**config.mk**
```make
export PLATFORM = sky130hd
export DESIGN_NAME = vec_add_traffic_gen
export DESIGN_NICKNAME = d
export VERILOG_FILES = /design/src/rtl/vec_add_tg_pkg.sv /design/src/rtl/vec_add_traffic_gen_lfsr.sv /design/src/rtl/vec_add_traffic_gen.sv
export SDC_FILE = /design/constraint.sdc
export NUM_CORES = 1
export LEC_CHECK = 0
export CORE_ASPECT_RATIO = 1.2
export CORE_MARGIN = 3
export CORE_UTILIZATION = 40
export CTS_CLUSTER_SIZE = 16
export DETAILED_ROUTE_END_ITERATION = 8
export PLACE_DENSITY_LB_ADDON = 0.12
export SYNTH_ARGS = -nofsm -noshare
export SYNTH_HDL_FRONTEND = slang
export SYNTH_HIERARCHICAL = 1
export SYNTH_SLANG_ARGS = --single-unit
```
**constraint.sdc**
```tcl
create_clock -name clock -period 5 [get_ports clock]
set_input_delay 1 -clock clock [delete_from_list [all_inputs] [get_ports clock]]
set_output_delay 1 -clock clock [all_outputs]
set_load 0.01 [all_outputs]
```
**src/rtl/vec_add_tg_pkg.sv**
```systemverilog
// Shared types and constants for the vector-adder traffic generator.
package vec_add_tg_pkg;

    localparam int LANES  = 4;
    localparam int LANE_W = 8;

    // Galois feedback mask used by both operand LFSRs.
    localparam logic [31:0] LFSR_POLY = 32'h8020_0003;

    // Constant vector for fixed mode, lane 0 first.
    localparam int FIX_A [LANES] = '{0, 3, 2, 1};
    localparam int FIX_B [LANES] = '{-2, 2, 4, 8};

    typedef logic [LANES-1:0][LANE_W-1:0] lanes_t;

    typedef enum logic [2:0] {
        ST_IDLE,
        ST_WARMUP,
        ST_DRIVE,
        ST_DRAIN,
        ST_DONE
    } tg_state_t;

    // One right-shifting Galois step.
    function automatic logic [31:0] lfsr_step(input logic [31:0] v);
        return {1'b0, v[31:1]} ^ (v[0] ? LFSR_POLY : 32'h0);
    endfunction

endpackage

```
**src/rtl/vec_add_traffic_gen_lfsr.sv**
```systemverilog
// 32-bit Galois LFSR; reloads its seed on reset (a zero seed becomes 1).
module tg_lfsr32
    import vec_add_tg_pkg::*;
(
    input  logic        clock,
    input  logic        reset,
    input  logic [31:0] i_seed,
    input  logic        i_advance,
    output logic [31:0] o_value
);

    logic [31:0] r_value;

    // Seed reload on reset, otherwise step only when asked.
    always_ff @(posedge clock) begin
        if (!reset) begin
            r_value <= (i_seed == 32'h0) ? 32'h1 : i_seed;
        end else if (i_advance) begin
            r_value <= lfsr_step(r_value);
        end
    end

    assign o_value = r_value;

endmodule

```
**src/rtl/vec_add_traffic_gen.sv**
```systemverilog
// Drives a 4-lane pipelined vector adder and checks its results.
//
// state     | meaning
// ----------+-----------------------------------------------------
// ST_IDLE   | waiting for start
// ST_WARMUP | idle delay covering downstream init, en=0
// ST_DRIVE  | one new operand vector per cycle, en=1
// ST_DRAIN  | en=1 with zero operands so the last results emerge
// ST_DONE   | counts final, done=1, held until reset
module vec_add_traffic_gen
    import vec_add_tg_pkg::*;
#(
    parameter int          WIDTH    = 8,
    parameter int          LATENCY  = 2,
    parameter int          NUM_VECS = 16,
    parameter int          WARMUP   = 4995,
    parameter logic [31:0] SEED_A   = 32'h1,
    parameter logic [31:0] SEED_B   = 32'h2
) (
    input  logic             clock,
    input  logic             reset,
    input  logic             i_start,
    input  logic             i_fixed_mode,
    output logic [WIDTH-1:0] o_a_0,
    output logic [WIDTH-1:0] o_a_1,
    output logic [WIDTH-1:0] o_a_2,
    output logic [WIDTH-1:0] o_a_3,
    output logic [WIDTH-1:0] o_b_0,
    output logic [WIDTH-1:0] o_b_1,
    output logic [WIDTH-1:0] o_b_2,
    output logic [WIDTH-1:0] o_b_3,
    output logic             o_en,
    input  logic [WIDTH-1:0] i_y_0,
    input  logic [WIDTH-1:0] i_y_1,
    input  logic [WIDTH-1:0] i_y_2,
    input  logic [WIDTH-1:0] i_y_3,
    output logic             o_done,
    output logic             o_pass,
    output logic [15:0]      o_err_count,
    output logic [15:0]      o_vec_count
);

    typedef logic [LANES-1:0][WIDTH-1:0] lane_vec_t;

    tg_state_t   r_state, w_state_nxt;
    logic [31:0] r_cnt;
    logic        r_fixed;
    logic        r_en;
    lane_vec_t   r_a, r_b;
    lane_vec_t   w_next_a, w_next_b, w_sum, w_y;
    logic [31:0] w_lfsr_a, w_lfsr_b;
    logic        w_advance;
    logic        w_mismatch;
    logic [LATENCY-1:0] r_pipe_vld;
    lane_vec_t   r_pipe_exp [LATENCY];
    logic [15:0] r_err, r_vec;

    assign w_advance = (w_state_nxt == ST_DRIVE);
    assign w_y       = {i_y_3, i_y_2, i_y_1, i_y_0};

    tg_lfsr32 u_lfsr_a (
        .clock     (clock),
        .reset     (reset),
        .i_seed    (SEED_A),
        .i_advance (w_advance),
        .o_value   (w_lfsr_a)
    );

    tg_lfsr32 u_lfsr_b (
        .clock     (clock),
        .reset     (reset),
        .i_seed    (SEED_B),
        .i_advance (w_advance),
        .o_value   (w_lfsr_b)
    );

    // State register.
    always_ff @(posedge clock) begin
        if (!reset) r_state <= ST_IDLE;
        else        r_state <= w_state_nxt;
    end

    // Next-state decode; each timed state exits when its down-counter hits 0.
    always_comb begin
        w_state_nxt = r_state;
        case (r_state)
            ST_IDLE:   if (i_start)        w_state_nxt = ST_WARMUP;
            ST_WARMUP: if (r_cnt == 32'h0) w_state_nxt = ST_DRIVE;
            ST_DRIVE:  if (r_cnt == 32'h0) w_state_nxt = ST_DRAIN;
            ST_DRAIN:  if (r_cnt == 32'h0) w_state_nxt = ST_DONE;
            default:                       w_state_nxt = r_state;
        endcase
    end

    // Shared down-counter, reloaded on each state entry.
    always_ff @(posedge clock) begin
        if (!reset) begin
            r_cnt <= 32'h0;
        end else if (w_state_nxt != r_state) begin
            case (w_state_nxt)
                ST_WARMUP: r_cnt <= 32'(WARMUP);
                ST_DRIVE:  r_cnt <= 32'(NUM_VECS - 1);
                ST_DRAIN:  r_cnt <= 32'(LATENCY - 1);
                default:   r_cnt <= 32'h0;
            endcase
        end else if (r_cnt != 32'h0) begin
            r_cnt <= r_cnt - 32'h1;
        end
    end

    // Capture the mode as the run leaves IDLE.
    always_ff @(posedge clock) begin
        if (!reset)                            r_fixed <= 1'b0;
        else if (r_state == ST_IDLE && i_start) r_fixed <= i_fixed_mode;
    end

    // Candidate operand vector and the wrapped sum of the presented one.
    always_comb begin
        w_next_a = '0;
        w_next_b = '0;
        w_sum    = '0;
        for (int i = 0; i < LANES; i++) begin
            if (r_fixed) begin
                w_next_a[i] = WIDTH'(FIX_A[i]);
                w_next_b[i] = WIDTH'(FIX_B[i]);
            end else begin
                w_next_a[i] = w_lfsr_a[WIDTH*i +: WIDTH];
                w_next_b[i] = w_lfsr_b[WIDTH*i +: WIDTH];
            end
            w_sum[i] = r_a[i] + r_b[i];
        end
    end

    // Registered operands and enable, set up for the cycle being entered.
    always_ff @(posedge clock) begin
        if (!reset) begin
            r_a  <= '0;
            r_b  <= '0;
            r_en <= 1'b0;
        end else begin
            r_en <= (w_state_nxt == ST_DRIVE) || (w_state_nxt == ST_DRAIN);
            if (w_state_nxt == ST_DRIVE) begin
                r_a <= w_next_a;
                r_b <= w_next_b;
            end else begin
                r_a <= '0;
                r_b <= '0;
            end
        end
    end

    // Expected-result pipe, advancing in lockstep with the DUT's enable.
    always_ff @(posedge clock) begin
        if (!reset) begin
            r_pipe_vld <= '0;
        end else if (r_en) begin
            r_pipe_vld[0] <= (r_state == ST_DRIVE);
            r_pipe_exp[0] <= w_sum;
            for (int i = 1; i < LATENCY; i++) begin
                r_pipe_vld[i] <= r_pipe_vld[i-1];
                r_pipe_exp[i] <= r_pipe_exp[i-1];
            end
        end
    end

    assign w_mismatch = (r_pipe_exp[LATENCY-1] != w_y);

    // Per-vector accounting at the pipe tail; error count saturates.
    always_ff @(posedge clock) begin
        if (!reset) begin
            r_err <= 16'h0;
            r_vec <= 16'h0;
        end else if (r_en && r_pipe_vld[LATENCY-1]) begin
            r_vec <= r_vec + 16'h1;
            if (w_mismatch && r_err != 16'hFFFF) r_err <= r_err + 16'h1;
        end
    end

    assign o_a_0       = r_a[0];
    assign o_a_1       = r_a[1];
    assign o_a_2       = r_a[2];
    assign o_a_3       = r_a[3];
    assign o_b_0       = r_b[0];
    assign o_b_1       = r_b[1];
    assign o_b_2       = r_b[2];
    assign o_b_3       = r_b[3];
    assign o_en        = r_en;
    assign o_done      = (r_state == ST_DONE);
    assign o_pass      = (r_state == ST_DONE) && (r_err == 16'h0);
    assign o_err_count = r_err;
    assign o_vec_count = r_vec;

endmodule

```
# Yosys cells after proc, flatten, opt, wreduce, memory -nomap -nowiden
# Memory sizes are Yosys's and may differ from the RTL's.
# Index checks and enable logic that the tools add are counted.
# word_totals
register_bits	199
ram_bits	64
in_bits	36
elab_cells	79
n_memories	1
# op_classes
add_sub_neg	7
eq_ne	10
muxes	20
bitwise_logic	4
n_reduce_logical	13
# mem_list
memory	depth	word_bits	read_ports	rd_clocked_by_memory_dff	write_ports	line	text
r_pipe_exp	2	32	2	0	2	vec_add_traffic_gen.sv:55	lane_vec_t r_pipe_exp [LATENCY];
# ops
cell	n
$mux W32	4
$xor A31 B32 Y32	2
$pmux W13 S3	1
$add A16 B1 Y16 const B	2
$add A8 B8 Y8	4
$logic_not A32 Y1	1
$ne A32 B32 Y1	1
$reduce_bool A32 Y1	1
$sub A32 B1 Y32 const B	1
$logic_not A16 Y1	1
$ne A16 B16 Y1 const B	1
$mux W3	5
$eq A3 B2 Y1 const B	4
$pmux W3 S4	1
$mux W8	1
$eq A3 B1 Y1 const B	2
$mux W2	3
$logic_and A1 B1 Y1	4
$mux W1	4
$mux W4	1
$reduce_and A2 Y1	2
$eq A3 B3 Y1 const B	1
$logic_not A3 Y1	1
$ne A3 B3 Y1	1
other kinds (4)	5

# Logic depth before layout (Yosys ltp)
# Gate-level depths: netlist of the first run.
# depth
depth_word	6
depth_mapped	9

# By module
# Netlist of the first run, hierarchy kept.
# modules_own_cells
module	n_inst	cells_each	area_each_um2	seq_area_each_um2
vec_add_traffic_gen	1	816	8652.0	4624.4
tg_lfsr32 (u_lfsr_b)	1	86	1483.9	960.9
tg_lfsr32 (u_lfsr_a)	1	86	1475.2	960.9

# Worst setup path after synthesis of the first run
# Ideal clock, no wire load.
# synth_timing
kind	register to register
startpoint	register r_cnt[21]
endpoint	register u_lfsr_a.r_value[0], in the netlist u_lfsr_a/o_value[0], enable pin
setup_time_ps	394
arrival_ps	3210
required_ps	4606
setup_slack_ps	1396
stages_incl_launch_ff	8
path_buffers	1
synth_period_minus_slack_ps	3604
cell_sequence	dfxtp_1 -> or4_4 -> nand4bb_4 -> nor4_4 -> mux2i_1 -> clkbuf_1 -> nor2b_1 -> nand2b_1
# synth_between
elab_chain_len	4
# synth_lines
item	line	text
start: declaration	vec_add_traffic_gen.sv:46	logic [31:0] r_cnt;
start signal: assignment	vec_add_traffic_gen.sv:101	ST_WARMUP: r_cnt <= 32'(WARMUP);
start signal: assignment	vec_add_traffic_gen.sv:102	ST_DRIVE: r_cnt <= 32'(NUM_VECS - 1);
start signal: assignment	vec_add_traffic_gen.sv:103	ST_DRAIN: r_cnt <= 32'(LATENCY - 1);
$logic_not A32 Y1 (*)	vec_add_traffic_gen.sv:88, vec_add_traffic_gen.sv:89, vec_add_traffic_gen.sv:90	
$mux W3 (on tied branches)	vec_add_traffic_gen.sv:90, vec_add_traffic_gen.sv:88, vec_add_traffic_gen.sv:89	
$pmux W3 S4 (*)	vec_add_traffic_gen.sv:86	case (r_state)
$eq A3 B2 Y1 (*)	vec_add_traffic_gen.sv:58	assign w_advance = (w_state_nxt == ST_DRIVE);
named net w_advance	vec_add_traffic_gen.sv:52	logic w_advance;
end signal: assignment	vec_add_traffic_gen_lfsr.sv:17	r_value <= (i_seed == 32'h0) ? 32'h1 : i_seed;
end signal: assignment	vec_add_traffic_gen_lfsr.sv:19	r_value <= lfsr_step(r_value);
end: declaration	vec_add_traffic_gen_lfsr.sv:12	logic [31:0] r_value;
# The timed path passes the listed nets; every way through them passes the cells marked *.
# A chain may end at the register's enable or synchronous reset.

# Final worst setup path of the first run
# layout_timing
startpoint	register r_state[2]
endpoint	output o_pass
# layout_between
elab_chain_len	2
# layout_lines
item	line	text
start: declaration	vec_add_traffic_gen.sv:45	tg_state_t r_state, w_state_nxt;
start signal: assignment	vec_add_traffic_gen.sv:80	else r_state <= w_state_nxt;
$eq A3 B3 Y1	vec_add_traffic_gen.sv:189	assign o_pass = (r_state == ST_DONE) && (r_err == 16'h0);
$logic_and A1 B1 Y1	vec_add_traffic_gen.sv:189	
end: declaration	vec_add_traffic_gen.sv:38	output logic o_pass,
# Every way passes these cells.

==> run metrics, run 1 <==
row count=67; Yosys cell types=57; crit end category=primary output; synth warn=6; Final Cycle Share=64.5%; commonest non-fill, non-tap cell in the layout=dfxtp_1; Comb power frac=20.8%; total wire length=26400 um; Skew-Pair Late Insertion Delay=0.53 ns; CTS Hold Bufs=0; hold crit path type=flip-flop to flip-flop; PD cells=404 mW/mm2; clock network fraction of design power=33.5%; critical path class=flip-flop to primary output; # IOs=135; Int Pwr=4.25 mW; mux cell area share after synthesis=6.75%; Diodes inserted=0; gr usage total=16.7%; worst hold slack=0.413 ns; vias in the first global route=7714; post-CTS setup buffer count=0; GPL Wtd Cong=0.772; multi-input logic area=0.00529 mm2; max cap viols=0; sequential cell area=0.00655 mm2; Initial Utilization=41.1%; Switching Share=28.5%; setup TNS=0 ns; Setup WS pre-CTS=1.61 ns; sw power=1.69 mW; drc violations=0; first-pass GRT wire length=41500 um; simple-gate portion of the synthesized area=17.8%; clk sinks=263; syn avg cell area=11.8 um2; Final setup viols=0; WP data required=4.00 ns; Post-Synth XOR/XNOR Area=8.30%; CTS Buf Count=28; fillcell total=2570; Sequential Power Share=45.7%; Peak VDD IR=0.306 mV; DR vias=7811; Util after Layout=52.0%; Max Fclk=0.310 GHz; PnR worst setup slack=1.78 ns; Seq cells post-synth=263; worst-path fanout max=12; DR pass1 iterations=4; ys async rst share=0%; number of flops mapped to enable cells by yosys=128; Pleak=5.79 nW; grt ovf=0; antenna violations before repair=0; Final Hold Viols=0; critical path arrival=2.22 ns; WL/cell=16.0 um; register area share after synthesis=56.4%; vias per inst=4.73; share of the synthesized area in the top cell type=33.1%; Clock Root Buffer=clkbuf_16; Adder-Cell Fraction of Synth Area=4.14%; NumNets Final=1322; largest family of logic cells by synthesized area=simple AND/OR/NAND/NOR gates; Syn Inst Count=988; CTS H-Tree Depth=1; max-slew violation count=0; core area=0.0283 mm2; Worst Max-Slew Pin Slew=1.18 ns; most frequent cells in the layout=135 x dfxtp_1, 133 x clkdlybuf4s50_1, 128 x edfxtp_1, 128 x conb_1, 91 x nor2_1; DP HPWL=18900 um; complex-gate fraction of the synthesized area=4.25%; post-layout min period=3.22 ns; relative slew slack=20.4%; Design Area, Final=0.0147 mm2; largest cells by area after synthesis=edfxtp_1 33%, dfxtp_1 23%, xnor2_1 6.4%, mux2_2 5.6%, ha_1 3.4%; Post-DP Area=0.0138 mm2; Final ANT Viol Nets=0; PostCTS Resize Cnt=0; largest net degree at the start of global routing=73; top cell type by total area after synthesis=edfxtp_1; Bufs on Longest Clock Path=3; die area=0.0311 mm2; crit start category=flip-flop; Worst-path clk slew=0.06 ns; Most used DFF post-synth=dfxtp_1; area grow syn2layout=26.5%; die width=162 um; RSZ-0062 raised after global routing=false; Fin Clk Skew=0.0129 ns; status=finished clean; Die Ht=193 um; Post-Syn Area=0.0116 mm2; CTS tree=yes; initial DRC count=426; Port Buffer Count=134; layout cells sized above 1=10.4%
## power by group through the flow
stage | logic (mW) | registers (mW) | clock network, mW
detailed placement | 1.23 | 2.76 | 0
floorplan | 0.915 | 2.71 | 0
global placement | 1.22 | 2.76 | 0
finish | 1.23 | 2.71 | 1.99
CTS | 1.24 | 2.71 | 2.05
global route | 1.39 | 2.74 | 2.13
## stage by stage
stage / std cells / power, mW
2_1_floorplan: 1114 / 3.62
3_5_place_dp: 1599 / 3.99
4_1_cts: 1651 / 6.01
6_report: 1651 / 5.94
5_1_grt: 1651 / 6.25
3_3_place_gp: 1599 / 3.98
## state kept, by name (all words and copies together) (netlist names), 3 cells and up
register and count:
r_pipe_exp 64, r_cnt 32, u_lfsr_a/o_value 32, u_lfsr_b/o_value 32, o_err_count 16, o_vec_count 16
o_a_0 8, o_a_1 8, o_a_2 8, o_a_3 8, o_b_0 8, o_b_1 8
o_b_2 8, o_b_3 8, r_state 3
## layer usage
metal  share of wire [%]  track usage [%]  vias up
met2                  48             28.9      139
met1                  46             22.3     3705
li1                    -                -     3940
met5                   0                0        -
met4                 1.6             3.87        0
met3                 4.0             2.49       27
## critical path, stage by stage (launching register included)
cell,delay (ns)
dfxtp_1,0.54
nor3b_1,0.37
nand4_1,0.14
nor2_1,0.12
clkdlybuf4s50_1,0.54
## synthesized netlist by cell type (all sizes together) (3+ instances only)
library cell and instances:
dfxtp 135, edfxtp 128, nor2 92, xnor2 85, mux2 58, and3 54
nand2 49, nor4 39, ha 32, xor2 25, clkbuf 23, inv 23
nand3 22, a21oi 21, nand2b 20, and2 19, nand4 19, o21ai 19
nor3 15, buf 13, mux2i 13, nor2b 9, a21boi 8, a21o 8
or4 8, or3 7, fa 4, o21a 4, o41ai 4, nor3b 3
nor4b 3, o31ai 3
## final timing paths
path                              start                             end  slack (ns)  cells past startpoint
max               r_state[2]$_SDFF_PN0_                          o_pass        1.78                      4
min          r_pipe_exp[0][6]$_DFFE_PP_     r_pipe_exp[0][38]$_DFFE_PP_        0.41                      0
max reg2reg      r_cnt[28]$_SDFFE_PN0P_  u_lfsr_b/o_value[25]$_DFFE_PP_        1.86                      7
min reg2reg  r_pipe_exp[0][6]$_DFFE_PP_     r_pipe_exp[0][38]$_DFFE_PP_        0.41                      0
## logic make-up (layout without fill, tap and decap cells)
family	Yosys count	count (layout)
AND/OR/NAND/NOR	371	371
flip-flops	263	263
XOR/XNOR	110	110
AO/OA/AOI/OAI	76	76
multiplexers	71	71
buffers and inverters	59	217
adder cells (fa/ha/maj)	36	36
other	2	128
## area by class of cell
class,instances,share of cell area [%]
Tap cell,379,3.23
Multi-Input combinational cell,792,36.0
Clock buffer,41,5.52
Clock inverter,11,0.537
Timing Repair Buffer,142,9.53
Sequential cell,263,44.6
Inverter,23,0.588
(Power assumes the default switching activity.)
==> inputs of run 2 (changes only) <==
Clock period 5 ns to 3.15 ns, I/O delays scaled along.
==> run 2 against run 1 <==
Net effect: global-route usage hardly changed; sequential share of layout area shrank 0.93 points; sequential power rose by 58%; flip-flop and latch count stayed put; core utilization increased by 1.1 points; non-clock buffer count rose by 13; clock skew decreased by 0.0057 ns; via count increased by 0.83%; register-to-register slack worse by 1.6 ns; worst hold slack better by 0.0011 ns; total power grew 70%; critical path depth unchanged; critical path type unchanged.
==> run metrics, run 2 (synthesis results as in run 1) <==
FF-to-FF path depth=7 (unchanged); post-CTS setup buffer count=0 (unchanged); Max Fclk=0.344 GHz; PD cells=672 mW/mm2 (was 404 mW/mm2); status=finished clean (unchanged); Util after Layout=53.1% (was 52.0%); CTS tree=yes (unchanged); DP HPWL=18600 um (was 18900 um); CTS Buf Count=28 (unchanged); relative slew slack=45.5% (was 20.4%); max-slew violation count=0 (unchanged); row count=67 (unchanged); crit start category=flip-flop (unchanged); Bufs on Longest Clock Path=3 (unchanged); CP endpoint=o_pass (unchanged); Diodes inserted=0 (unchanged); vias per inst=4.73 (about the same); CTS Hold Bufs=0 (unchanged); Design Area, Final=0.0150 mm2 (was 0.0147 mm2); commonest non-fill, non-tap cell in the layout=dfxtp_1 (unchanged); Peak VDD IR=0.373 mV (was 0.306 mV); crit end category=primary output (unchanged); WL/cell=15.7 um (was 16.0 um); Die Ht=193 um (unchanged); hold crit path type=flip-flop to flip-flop (unchanged); first-pass GRT wire length=41400 um (was 41500 um); Worst-path clk slew=0.06 ns (about the same); max reg flops=64 (unchanged); multi-input logic area=0.00529 mm2 (unchanged); core area=0.0283 mm2 (unchanged); Worst Path Buf+Inv=1 (unchanged); Post-DP Area=0.0139 mm2 (was 0.0138 mm2); sw power=2.70 mW (was 1.69 mW); Reg-to-Reg End=o_b_2[2]$_SDFF_PN0_ (was u_lfsr_b/o_value[25]$_DFFE_PP_); area grow syn2layout=29.2% (was 26.5%); largest net degree at the start of global routing=103 (was 73); vias in the first global route=7694 (was 7714); GPL Wtd Cong=0.795 (was 0.772); # IOs=135 (unchanged); grt ovf=0 (unchanged); RSZ-0062 raised after global routing=false (unchanged); most frequent cells in the layout=135 x dfxtp_1, 133 x clkdlybuf4s50_1, 128 x edfxtp_1, 128 x conb_1, 91 x nor2_1 (unchanged); antenna violations before repair=0 (unchanged); PnR worst setup slack=0.242 ns (was 1.78 ns); layout cells sized above 1=11.7% (was 10.4%); Worst path max stage delay=0.58 ns (was 0.54 ns); Initial Utilization=41.1% (unchanged); drc violations=0 (unchanged); worst hold path startpoint=r_pipe_exp[0][6]$_DFFE_PP_ (unchanged); Final Cycle Share=92.3%; Int Pwr=7.37 mW (was 4.25 mW); DR pass1 iterations=5 (was 4); WP depth=4 (unchanged); Final ANT Viol Nets=0 (unchanged); WP data required=2.52 ns (was 4.00 ns); Worst Max-Slew Pin Slew=0.812 ns (was 1.18 ns); Top delay family on crit path=simple AND/OR/NAND/NOR gates (unchanged); worst hold slack=0.414 ns (was 0.413 ns); Final setup viols=0 (unchanged); R2R Setup Slk=0.27 ns (was 1.86 ns); Top reg by flops=r_pipe_exp (unchanged); Sequential Power Share=42.6% (was 45.7%); clock network fraction of design power=36.8% (was 33.5%); max cap viols=0 (unchanged); Final Hold Viols=0 (unchanged); Clock Root Buffer=clkbuf_16 (unchanged); critical path class=flip-flop to primary output (unchanged); critical path's slowest cell=dfxtp_1 (unchanged); CP Cell Sequence=nor3b_1, nand4_1, nor2_1, clkdlybuf4s50_1 (unchanged); initial DRC count=417 (was 426); Crit. Startpoint=r_state[2]$_SDFF_PN0_ (unchanged); fillcell total=2542 (was 2570); post-layout min period=2.91 ns; Port Buffer Count=134 (unchanged); NumNets Final=1335 (was 1322); r2r startpoint=r_cnt[21]$_SDFFE_PN0P_ (was r_cnt[28]$_SDFFE_PN0P_); Comb power frac=20.6% (was 20.8%); Setup WS pre-CTS=0.235 ns (was 1.61 ns); total wire length=26000 um (was 26400 um); Skew-Pair Late Insertion Delay=0.53 ns (about the same); CTS H-Tree Depth=1 (unchanged); critical path arrival=2.28 ns (was 2.22 ns); worst-path fanout max=12 (unchanged); Fin Clk Skew=0.00716 ns (was 0.0129 ns); sequential cell area=0.00655 mm2 (unchanged); die area=0.0311 mm2 (unchanged); Switching Share=26.8% (was 28.5%); clk sinks=263 (unchanged); PostCTS Resize Cnt=0 (unchanged); DR vias=7876 (was 7811); die width=162 um (unchanged); Pleak=5.93 nW (was 5.79 nW); Tot Pwr=10.1 mW (was 5.94 mW); gr usage total=16.7% (about the same)
## run 2: cell count changes in the layout (fill, tap and decap cells not counted), moves of 2 or more
cell,delta
buf_12,+4
buf_4,+9
bufinv_16,+7
clkbuf_1,-5
clkinv_1,+2
clkinv_2,-2
nand2b_1,-2
nand2b_2,+2
## run 2: routing by layer
metal / part of all wire [%] / wire length (um) / vias to the layer above / GRT usage (%)
met3: 4.5 / 1180 / 36 / 2.60
met2: 50 / 12900 / 147 / 29.6
met1: 45 / 11600 / 3711 / 21.9
met5: 0 / 0 / - / 0
li1: - / - / 3982 / -
met4: 1.5 / 384 / 0 / 3.34
## run 2: worst reg2reg max path, cell delays in order (launching register included)
cell	delay [ns]
dfxtp_1	0.34
or4_4	0.56
nand4bb_4	0.27
nor4_4	0.40
mux2i_4	0.31
buf_4	0.42
nand2b_2	0.30
nor2_1	0.19
## run 2: power by group through the flow
stage | Clock (mW) | Combinational (mW) | Sequential [mW]
after global routing | 3.94 | 2.33 | 4.34
after floorplan | 0 | 1.45 | 4.29
after detailed placement | 0 | 2.09 | 4.36
after global placement | 0 | 2.08 | 4.36
after CTS | 3.80 | 2.11 | 4.29
final | 3.70 | 2.08 | 4.29
## run 2: final cells by class
| cell class | count | share of cell area [%] |
|---|---|---|
| flip-flops and latches | 263 | 43.6 |
| multi-input cells | 792 | 35.3 |
| repair buffers | 155 | 10.3 |
| clock buffers | 35 | 5.19 |
| inverters | 23 | 0.576 |
| clock inverters | 17 | 1.85 |
| well taps | 379 | 3.16 |
## run 2: worst min-delay path by stage
| stage | to | slack, ns | cells past startpoint |
|---|---|---|---|
| 2_1_floorplan | r_pipe_exp[0][32]$_DFFE_PP_ | 0.40 | 0 |
| 6_report | r_pipe_exp[0][38]$_DFFE_PP_ | 0.41 | 0 |
| 3_3_place_gp | r_pipe_exp[0][36]$_DFFE_PP_ | 0.40 | 0 |
| 4_1_cts | r_pipe_exp[0][38]$_DFFE_PP_ | 0.41 | 0 |
| 3_5_place_dp | r_pipe_exp[0][38]$_DFFE_PP_ | 0.40 | 0 |
| 5_1_grt | r_pipe_exp[0][38]$_DFFE_PP_ | 0.42 | 0 |
## run 2: stage by stage
step / std cells / setup TNS (ns)
finish: 1664 / 0
detailed placement: 1612 / 0
global placement: 1612 / 0
CTS: 1664 / 0
floorplan: 1114 / -5.73
global route: 1664 / 0
